### config.mk
export PLATFORM = sky130hd
export DESIGN_NAME = delta_calc_arbiter
export DESIGN_NICKNAME = d
export VERILOG_FILES = /design/src/rtl/delta_calc_arbiter.sv
export SDC_FILE = /design/constraint.sdc
export NUM_CORES = 1
export LEC_CHECK = 0
export CORE_MARGIN = 1.5
export CORE_UTILIZATION = 30
export CTS_CLUSTER_SIZE = 10
export DETAILED_ROUTE_END_ITERATION = 16
export PLACE_DENSITY = 0.77
export SLEW_MARGIN = 20
export SYNTH_ARGS = -nofsm -noshare
export SYNTH_HDL_FRONTEND = slang
export SYNTH_SLANG_ARGS = --single-unit
### constraint.sdc
create_clock -name clock -period 2.25 [get_ports clock]
set_input_delay 0.5625 -clock clock [delete_from_list [all_inputs] [get_ports clock]]
set_output_delay 0.5625 -clock clock [all_outputs]
set_load 0.01 [all_outputs]
### src/rtl/delta_calc_arbiter.sv
// delta_calc_arbiter
//   Round-robin arbiter that shares one angle-delta calculator between four
//   wheels. A granted wheel's target/current angles are latched and presented
//   to the calculator. The calculator result, or a timeout error, is captured.
//   The served wheel then receives a one-cycle grant_done pulse.
//
// Ports
//   clock, reset         : main clock, synchronous active-high reset
//   req[3:0]             : per-wheel request level
//   target_angle_flat    : wheel i target angle at [12i+11:12i]
//   current_angle_flat   : wheel i encoder angle at [12i+11:12i]
//   calc_enable          : one-cycle start pulse to the calculator
//   calc_target/current  : angles held stable for the calculator
//   calc_delta/dir       : calculator result, valid with calc_updated
//   calc_updated         : calculator one-cycle valid pulse
//   grant_done[3:0]      : one-hot completion pulse to the served wheel
//   result_delta/dir/err : result of the last completed transaction
//   busy                 : high whenever the arbiter is not idle
module delta_calc_arbiter #(
  parameter int TIMEOUT_CYCLES = 16
) (
  input  logic        clock,
  input  logic        reset,
  input  logic [3:0]  req,
  input  logic [47:0] target_angle_flat,
  input  logic [47:0] current_angle_flat,
  output logic        calc_enable,
  output logic [11:0] calc_target,
  output logic [11:0] calc_current,
  input  logic [11:0] calc_delta,
  input  logic        calc_dir,
  input  logic        calc_updated,
  output logic [3:0]  grant_done,
  output logic [11:0] result_delta,
  output logic        result_dir,
  output logic        result_err,
  output logic        busy
);

  typedef enum logic [1:0] {IDLE, ISSUE, WAIT, DONE} state_t;

  state_t     state;
  logic [1:0] grant_idx;
  logic [1:0] last_grant;
  logic [4:0] wait_cnt;
  logic [1:0] rr_idx;
  logic [1:0] cand;

  // The search runs descending, so the last hit kept is the closest wheel
  // after last_grant. When k is 4, the candidate wraps back to last_grant itself.
  always_comb begin
    // NOTE: default first so every path assigns rr_idx and no latch is inferred.
    rr_idx = last_grant;
    cand   = last_grant;
    for (int k = 4; k >= 1; k--) begin
      cand = last_grant + 2'(k);
      if (req[cand]) rr_idx = cand;
    end
  end

  always_ff @(posedge clock) begin
    if (reset) begin
      // NOTE: non-blocking throughout so every register updates from pre-edge values.
      state        <= IDLE;
      grant_idx    <= 2'd0;
      last_grant   <= 2'd3;
      wait_cnt     <= 5'd0;
      calc_enable  <= 1'b0;
      calc_target  <= 12'd0;
      calc_current <= 12'd0;
      grant_done   <= 4'd0;
      result_delta <= 12'd0;
      result_dir   <= 1'b0;
      result_err   <= 1'b0;
      busy         <= 1'b0;
    end else begin
      case (state)
        IDLE: begin
          if (|req) begin
            grant_idx    <= rr_idx;
            calc_target  <= target_angle_flat[12*rr_idx +: 12];
            calc_current <= current_angle_flat[12*rr_idx +: 12];
            calc_enable  <= 1'b1;
            busy         <= 1'b1;
            state        <= ISSUE;
          end
        end
        ISSUE: begin
          calc_enable <= 1'b0;
          wait_cnt    <= 5'd0;
          state       <= WAIT;
        end
        WAIT: begin
          wait_cnt <= wait_cnt + 5'd1;
          // calc_updated is tested first so a response on the final WAIT
          // cycle is still accepted rather than reported as a timeout.
          if (calc_updated) begin
            result_delta <= calc_delta;
            result_dir   <= calc_dir;
            result_err   <= 1'b0;
            grant_done   <= 4'b0001 << grant_idx;
            state        <= DONE;
          end else if (wait_cnt == 5'(TIMEOUT_CYCLES - 1)) begin
            result_delta <= 12'd0;
            result_dir   <= 1'b0;
            result_err   <= 1'b1;
            grant_done   <= 4'b0001 << grant_idx;
            state        <= DONE;
          end
        end
        DONE: begin
          grant_done <= 4'd0;
          last_grant <= grant_idx;
          busy       <= 1'b0;
          state      <= IDLE;
        end
        default: state <= IDLE;
      endcase
    end
  end

endmodule

# Word-level counts from Yosys, hierarchy flattened
# Cells that the tools add are included.
totals:
  ff_bits: 55
  in_bits: 116
  output_inout_bits: 44
  word_cells: 68
classes:
  add_sub_neg: 4
  multipliers: 1
  n_lt_le_gt_ge: 3
  eq_ne: 6
  shifts: 3
  mux: 26
  reduce_logical: 13
op_table:
  columns: ["op", "count"]
  rows:
  - ["$shiftx A48 B7 Y12", 2]
  - ["$mux W12", 2]
  - ["$mux W2", 6]
  - ["$reduce_and A2 Y1", 6]
  - ["$pmux W5 S2", 1]
  - ["$reduce_bool A2 Y1", 5]
  - ["$lt A2 B3 Y1 const B", 3]
  - ["$mux W1", 8]
  - ["$mux W4", 2]
  - ["$pmux W2 S4", 1]
  - ["$pmux W4 S2", 1]
  - ["$bmux W1 S2", 3]
  - ["$add A5 B1 Y5 const B", 1]
  - ["$eq A5 B4 Y1 const B", 1]
  - ["$add A2 B2 Y2 const B", 2]
  - ["$eq A2 B2 Y1 const B", 2]
  - ["$mul A2 B2 Y4 const A", 1]
  - ["$pmux W1 S2", 2]
  - ["$reduce_or A4 Y1", 1]
  - ["$shl A1 B2 Y4 const A", 1]
  - ["$ne A3 B3 Y1 const B", 1]
  - ["$add A2 B1 Y2 const B", 1]
  - ["$eq A2 B1 Y1 const B", 1]
  - ["$logic_not A2 Y1", 1]
  - ["$ne A2 B2 Y1 const B", 1]

# Depth between registers and ports, before layout
# Gate-level depths: netlist of the first run.
depth:
  ltp_word: 8
  depth_mapped: 8
  depth_no_buf: 7

# Worst setup path before layout of the first run
# OpenSTA, ideal clock, no wires.
synth_path:
  path_type: "input to register"
  from: "input req[3]"
  to: "register calc_current[3]"
  setup_ps: 135
  t_arrival_ps: 1814
  required_ps: 2115
  slack_ps: 301
  cell_stages: 6
  n_path_buf: 2
  path_cell_list: "o41a_2 and2b_1 or4b_1 buf_2 buf_6 o221ai_2"
synth_between:
  elab_chain_len: 7
  elab_cells_between_ends: 13
  cone_classes: "mul (1); shift (1); mux (9); reduce/logical (2)"
synth_rtl:
  columns: ["item", "line_no", "text"]
  rows:
  - ["from (decl)", "24", "input logic [3:0] req,"]
  - ["$bmux W1 S2", "57", "if (req[cand]) rr_idx = cand;"]
  - ["$mux W1 (implied by the code)", "57", null]
  - ["$mux W2 (3 in series)", "57", null]
  - ["$mul A2 B2 Y4", "82", "calc_current <= current_angle_flat[12*rr_idx +: 12];"]
  - ["$shiftx A48 B7 Y12", "82", null]
  - ["to (signal assigned)", "82", null]
  - ["to (decl)", "29", "output logic [11:0] calc_current,"]
# Several ways; a longest one is shown, not always the timed one. The select of a mux whose other input is x is not followed.
# A chain may end at the register's enable or synchronous reset.

# Final worst setup path of the first run
layout_path:
  from: "input req[3]"
  to: "register calc_target[11]"
layout_between:
  elab_chain_len: 7
  elab_cells_between_ends: 13
  cone_classes: "mul (1); shift (1); mux (9); reduce/logical (2)"
layout_rtl:
  columns: ["item", "line_no", "text"]
  rows:
  - ["$bmux W1 S2", "57", null]
  - ["$mux W1 (implied by the code)", "57", null]
  - ["$mux W2 (3 in series)", "57", null]
  - ["$mul A2 B2 Y4", "81", "calc_target <= target_angle_flat[12*rr_idx +: 12];"]
  - ["$shiftx A48 B7 Y12", "81", null]
  - ["to (signal assigned)", "81", null]
  - ["to (decl)", "28", "output logic [11:0] calc_target,"]
# Several ways; a longest one is shown, not always the timed one. The select of a mux whose other input is x is not followed.

==> results of run 1 <==
==> logic make-up (layout without fill, tap and decap cells) <==
group           after synthesis  count (layout)  synth area share [%]
compound gates               65              65                  21.4
fa+ha+maj                     7               7                  3.08
simple gates                 86              86                  14.0
mux                          51              51                  17.9
flops                        55              55                  38.7
buf+inv                      27             193                  4.84
==> cell type report <==
cell class / count / area, sq um / share of cell area, %
timing repair buffer: 179 / 1790 / 37.5
inverter: 6 / 22.5 / 0.472
clock inverter: 2 / 12.5 / 0.262
sequential: 55 / 1100 / 23.1
multi-input combinational: 209 / 1630 / 34.2
clock buffer: 6 / 72.6 / 1.52
tap: 111 / 139 / 2.91
==> stage by stage <==
stage / total power, uW / setup TNS (ps) / area (sq um) / setup WS [ps]
finish: 4090 / 0 / 4770 / 40.6
floorplan: 2550 / 0 / 2850 / 301
CTS: 4140 / 0 / 4770 / 84.6
global route: 4370 / 0 / 4770 / 2.72
global placement: 3520 / -4110 / 4690 / -211
detailed placement: 3580 / -4990 / 4690 / -257
==> worst max path at each step <==
stage	slack (ps)	endpoint
floorplan	300	calc_current[3]
global placement	-210	calc_target[11]
detailed placement	-260	calc_current[0]
CTS	80	calc_current[0]
global route	3	calc_target[11]
finish	40	calc_target[11]
==> metal layers <==
layer	vias up	wire length (um)
met5	-	0
met4	0	117
met3	10	751
met2	116	4260
met1	1313	3530
li1	1397	-
==> layout by cell type (no fill, tap or decap), types with 4 or more instances in the layout <==
| master | n |
|---|---|
| a22oi_1 | 14 |
| o21ai_0 | 4 |
| nor2_1 | 26 |
| dfxtp_1 | 55 |
| nor3_1 | 5 |
| o221ai_1 | 4 |
| buf_4 | 16 |
| inv_1 | 6 |
| nand2_1 | 34 |
| mux2i_1 | 51 |
| clkbuf_8 | 5 |
| a21oi_1 | 14 |
| ha_1 | 7 |
| buf_12 | 4 |
| clkdlybuf4s50_1 | 159 |
| o221ai_2 | 20 |
==> synthesized netlist by cell type, types with 2 or more instances <==
library cell / n
nand2_1: 34
o221ai_1: 4
nor2_1: 27
or4b_2: 2
a211o_1: 2
nor3_1: 5
a21o_1: 2
o221ai_2: 20
clkbuf_1: 10
buf_2: 4
buf_6: 2
mux2i_1: 51
dfxtp_1: 55
a22oi_1: 14
ha_1: 7
and3_1: 2
o21ai_0: 4
nand2b_1: 3
nor2b_1: 2
inv_1: 6
a21oi_1: 14
buf_4: 4
==> sequential cells by signal, indices dropped and copies added, names as in the netlist, 2 cells and up <==
register      cells
calc_target      12
calc_current     12
state             2
wait_cnt          5
grant_done        4
result_delta     12
last_grant        2
grant_idx         2
==> tightest hold or removal path: cells and delay by family (launching register included) <==
kind / cells / cell delay (ps)
DFF: 1 / 330
and+or+nand+nor: 1 / 50
AOI/OAI and AO/OA: 1 / 50
==> power by group through the flow <==
stage / logic (uW) / clock network (uW) / registers [uW]
after floorplan: 1040 / 0 / 1520
after global placement: 2090 / 0 / 1420
after detailed placement: 2140 / 0 / 1430
after CTS: 2150 / 572 / 1420
after global routing: 2300 / 613 / 1450
final: 2130 / 550 / 1410
==> impl_metrics.env, run 1 <==
export IMPL_run_status="complete, no violations"
export IMPL_final_core_util_pct=51.9
export IMPL_min_period_over_period_pct=98.2
export IMPL_first_iter_violations=80
export IMPL_cts_sinks=55
export IMPL_overflow=0
export IMPL_drv_cap=0
export IMPL_dp_hpwl_mm=6.71
export IMPL_period_needed_ps=2210
export IMPL_fp_dieArea_sq_mm=0.0101
export IMPL_synth_seq_area_share_pct=38.7
export IMPL_drt_total_wl_mm=8.65
export IMPL_worst_slew_pin_transition_ps=750
export IMPL_fmax_mhz=453
export IMPL_post_route_cells_drive_above_1_share_pct=11.6
export IMPL_grt_pass1_wl_mm=13.5
export IMPL_r2r_end="calc_target[11]"
export IMPL_power_density_mw_per_mm2=858
export IMPL_cpPeakStageDelay_ps=570
export IMPL_cts_buffers=5
export IMPL_cp_top_family="buffers and inverters"
export IMPL_ys_warn_count=0
export IMPL_diodes=0
export IMPL_root_buffer="clkbuf_8"
export IMPL_fin_nets=579
export IMPL_hold_violations=0
export IMPL_first_global_vias=2882
export IMPL_swShare_pct=35.5
export IMPL_io_pins=160
export IMPL_slew_viol_final=0
export IMPL_core_area_sq_mm=0.00920
export IMPL_worstPathCellList="clkdlybuf4s50_1 -> o41a_2 -> and2b_1 -> or4b_1 -> buf_12 -> o221ai_1"
export IMPL_synth_edff_count=0
export IMPL_ir_drop_v=0.000362
export IMPL_pwr_share_comb_pct=52.0
export IMPL_syn_inst=291
export IMPL_critical_path_startpoint_type="primary input"
export IMPL_synth_top_cell_area_share_pct=38.7
export IMPL_clk_latency_ps=300
export IMPL_drt_pass1_iterations=4
export IMPL_slowest_stage="clkdlybuf4s50_1"
export IMPL_power_switching_uw=1450
export IMPL_grt_max_degree=38
export IMPL_async_flop_share_pct=0
export IMPL_whs_ps=465
export IMPL_slew_headroom_pct=50.0
export IMPL_synth_ff_type="dfxtp_1"
export IMPL_gp_congestion=0.751
export IMPL_path_max_fanout=24
export IMPL_post_cts_setup_buffers=0
export IMPL_port_buffers=159
export IMPL_clkPwrFrac_pct=13.4
export IMPL_intPower_uw=2640
export IMPL_fp_dieH_um=100
export IMPL_reg2reg_setup_slack_ps=200
export IMPL_post_route_drc_count=0
export IMPL_p_leak_uw=0.00178
export IMPL_hold_path_class="reg -> reg"
export IMPL_r2r_start="state[0]"
export IMPL_seqPwrFrac_pct=34.5
export IMPL_synth_area_top_cells="dfxtp_1, mux2i_1, o221ai_2, nand2_1, a22oi_1"
export IMPL_dp_cells=560
export IMPL_grt_util_met3_pct=5.57
export IMPL_min_path_cells=2
export IMPL_ys_ff_latch=55
export IMPL_endpoint_kind="flip-flop"
export IMPL_ff2ff_path_depth=7
export IMPL_post_drt_wl_per_cell_um=15.2
export IMPL_cts_hold_buf=0
export IMPL_gr_usage_met2_pct=29.7
export IMPL_min_from="grant_done[0]"
export IMPL_crit_path_start="req[3]"
export IMPL_antenna_found_initial=0
export IMPL_start_util_pct=30.9
export IMPL_final_setup_viol_count=0
export IMPL_syn_cell_area_sq_mm=0.00285
export IMPL_fin_cells=568
export IMPL_finalClockSkew_ps=3.82
export IMPL_synth_distinct_cells=39
export IMPL_cp_num_cells=6
export IMPL_floorplan_die_width_um=100
export IMPL_rsz0062_at_grt="false"
export IMPL_ant_nets=0
export IMPL_path_clk_slew_ps=100
export IMPL_netlist_top_cell_by_area="dfxtp_1"
export IMPL_path_buf_inv=2
export IMPL_htreeDepth=2
export IMPL_cts_resized=0
export IMPL_clock_path_buffers=2
export IMPL_grt_usage_pct=16.6
export IMPL_grt_util_met1_pct=19.0
export IMPL_avgSynthCellArea_sq_um=9.78
export IMPL_fillers=853
export IMPL_syn_nets=414
export IMPL_hold_end="grant_done[0]"
export IMPL_syn_to_final_growth_pct=67.7
export IMPL_crit_required_ps=2480
export IMPL_cts_tree="built"
export IMPL_path_class="in -> reg"
export IMPL_via_per_inst=4.99
export IMPL_rows=35
export IMPL_crit_arrival_ps=2430
export IMPL_busiest_layer="met2"
export IMPL_via_count=2836
Power figures use the tool's default switching activity.
==> run 2: changes to the inputs <==
--- a/config.mk
+++ b/config.mk
@@ -7,6 +7,7 @@
 export LEC_CHECK = 0
 export CORE_MARGIN = 1.5
 export CORE_UTILIZATION = 30
+export CTS_CLUSTER_DIAMETER = 30
 export CTS_CLUSTER_SIZE = 10
 export DETAILED_ROUTE_END_ITERATION = 16
 export PLACE_DENSITY = 0.77
==> results of run 2 <==
The final DEF is identical to that of run 1; final timing and power are the same.
==> run 3: changes to the inputs <==
--- a/config.mk
+++ b/config.mk
@@ -6,11 +6,12 @@
 export NUM_CORES = 1
 export LEC_CHECK = 0
 export CORE_MARGIN = 1.5
-export CORE_UTILIZATION = 30
+export CORE_UTILIZATION = 40
+export CTS_BUF_LIST = sky130_fd_sc_hd__clkbuf_8
 export CTS_CLUSTER_DIAMETER = 30
 export CTS_CLUSTER_SIZE = 10
 export DETAILED_ROUTE_END_ITERATION = 16
-export PLACE_DENSITY = 0.77
+export PLACE_DENSITY = 0.95
 export SLEW_MARGIN = 20
 export SYNTH_ARGS = -nofsm -noshare
 export SYNTH_HDL_FRONTEND = slang
==> run 3 against run 2 <==
Against the previous run:
- utilization up 18 points
- sequential cell count unchanged
- clock skew grew 6.6 ps
- sequential share of layout area increased by 0.061 points
- sequential power hardly changed
- final area fell by 0.26%
- count of clock-buffer cells in the layout shrank 1
- clock power grew 21%
- register-to-register slack worse by 20 ps
- power grew 2.8%
- highest routed layer unchanged
==> impl_metrics.env, run 3 (same netlist as run 1, synthesis figures left out) <==
export IMPL_r2r_start="wait_cnt[0]"
export IMPL_clock_path_buffers=2
export IMPL_met3_length_um=462
export IMPL_power_density_mw_per_mm2=884
export IMPL_ff2ff_path_depth=7
export IMPL_cts_resized=0
export IMPL_crit_arrival_ps=2380
export IMPL_endpoint_kind="flip-flop"
export IMPL_clk_latency_ps=310
export IMPL_grt_usage_pct=20.9
export IMPL_path_class="in -> reg"
export IMPL_start_util_pct=41.6
export IMPL_first_global_vias=2693
export IMPL_period_needed_ps=2190
export IMPL_cts_buffers=5
export IMPL_post_drt_wl_per_cell_um=15.5
export IMPL_reg_largest_list="calc_current x12, calc_target x12, result_delta x12"
export IMPL_min_period_over_period_pct=97.3
export IMPL_path_clk_slew_ps=100
export IMPL_fp_dieH_um=87.3
export IMPL_r2r_end="grant_done[2]"
export IMPL_dpl_cell_area_sq_mm=0.00464
export IMPL_slew_viol_final=0
export IMPL_post_cts_setup_buffers=0
export IMPL_final_setup_viol_count=0
export IMPL_drt_pass1_iterations=4
export IMPL_grt_pass1_wl_mm=12.6
export IMPL_min_from="grant_done[1]"
export IMPL_post_route_cells_drive_above_1_share_pct=10.8
export IMPL_cp_top_family="buffers and inverters"
export IMPL_worstPathCellList="clkdlybuf4s50_1 -> o41a_2 -> and2b_1 -> or4b_1 -> buf_12 -> o221ai_1"
export IMPL_htreeDepth=2
export IMPL_setup_ws_ps=61.5
export IMPL_met1_length_mm=3.49
export IMPL_final_common_cell="clkdlybuf4s50_1"
export IMPL_root_buffer="clkbuf_8"
export IMPL_min_path_cells=2
export IMPL_overflow=0
export IMPL_io_pins=160
export IMPL_cts_hold_buf=0
export IMPL_slowest_stage="o41a_2"
export IMPL_highest_layer="met4"
export IMPL_rows=30
export IMPL_fp_dieArea_sq_mm=0.00763
export IMPL_final_area_sq_mm=0.00476
export IMPL_path_buf_inv=2
export IMPL_final_cell_mix="clkdlybuf4s50_1, dfxtp_1, mux2i_1"
export IMPL_antenna_found_initial=0
export IMPL_cpPeakStageDelay_ps=530
export IMPL_fmax_mhz=457
export IMPL_finalClockSkew_ps=10.4
export IMPL_fin_nets=574
export IMPL_port_buffers=159
export IMPL_slew_headroom_pct=54.4
export IMPL_cts_sinks=55
export IMPL_syn_to_final_growth_pct=67.3
export IMPL_preCtsSetupSlack_ps=-261
export IMPL_drt_total_wl_mm=8.48
export IMPL_core_area_sq_mm=0.00683
export IMPL_ir_drop_v=0.000431
export IMPL_path_max_fanout=24
export IMPL_critical_path_startpoint_type="primary input"
export IMPL_hold_violations=0
export IMPL_dp_hpwl_mm=6.72
export IMPL_ant_nets=0
export IMPL_diodes=0
export IMPL_via_count=2817
export IMPL_gp_congestion=0.816
export IMPL_worst_slew_pin_transition_ps=683
export IMPL_rsz0062_at_grt="false"
export IMPL_reg2reg_setup_slack_ps=180
export IMPL_wl_met2_mm=4.44
export IMPL_hold_path_class="reg -> reg"
export IMPL_floorplan_die_width_um=87.3
export IMPL_post_route_drc_count=0
export IMPL_run_status="complete, no violations"
export IMPL_cts_tree="built"
export IMPL_via_per_inst=5.14
export IMPL_hold_end="grant_done[1]"
export IMPL_crit_required_ps=2440
export IMPL_first_iter_violations=74
export IMPL_p_leak_uw=0.00178
export IMPL_drv_cap=0
export IMPL_grt_max_degree=39
run 3: metal layers:
metal	vias to the layer above	GRT usage [%]
met2	104	37.6
met5	-	0
met1	1317	25.5
met4	0	5.48
li1	1388	-
met3	8	3.41
run 3: where the power goes:
part | switching (uW) | internal (uW)
logic | 955 | 1160
clock network | 328 | 338
registers | 183 | 1250
run 3: area by class of cell:
| class | count | area, sq um |
|---|---|---|
| clock buffer | 5 | 68.8 |
| fill | 501 | 2070 |
| sequential | 55 | 1100 |
| multi-input combinational | 209 | 1630 |
| clock inverter | 3 | 47.5 |
| tap | 96 | 120 |
| inverter | 6 | 22.5 |
| timing repair buffer | 174 | 1770 |
run 3: worst max-delay path by stage:
stage	startpoint	to	slack (ps)	cells after the start
floorplan	req[3]	calc_current[3]	300	6
global placement	req[3]	calc_target[11]	-200	6
detailed placement	req[3]	calc_target[11]	-260	6
CTS	req[3]	calc_target[11]	70	6
global route	req[3]	calc_target[11]	0.8	6
finish	req[3]	calc_target[11]	60	6
run 3: worst register-to-register path: stages, from the launching register on:
cell	delay, ps
dfxtp_1	390
ha_1	190
and3_1	170
ha_1	170
nor2_1	80
a21o_1	210
or4b_2	630
a21oi_1	160
run 3: through the flow:
step | hold slack (ps) | utilization [%] | cells | TNS, ps | power [uW]
3_3_place_gp | 441 | 68.0 | 540 | -3920 | 3490
3_5_place_dp | 451 | 68.0 | 540 | -5220 | 3570
5_1_grt | 488 | 69.7 | 548 | 0 | 4460
2_1_floorplan | 441 | - | 291 | 0 | 2550
4_1_cts | 464 | 69.7 | 548 | 0 | 4240
6_report | 463 | 69.7 | 548 | 0 | 4210
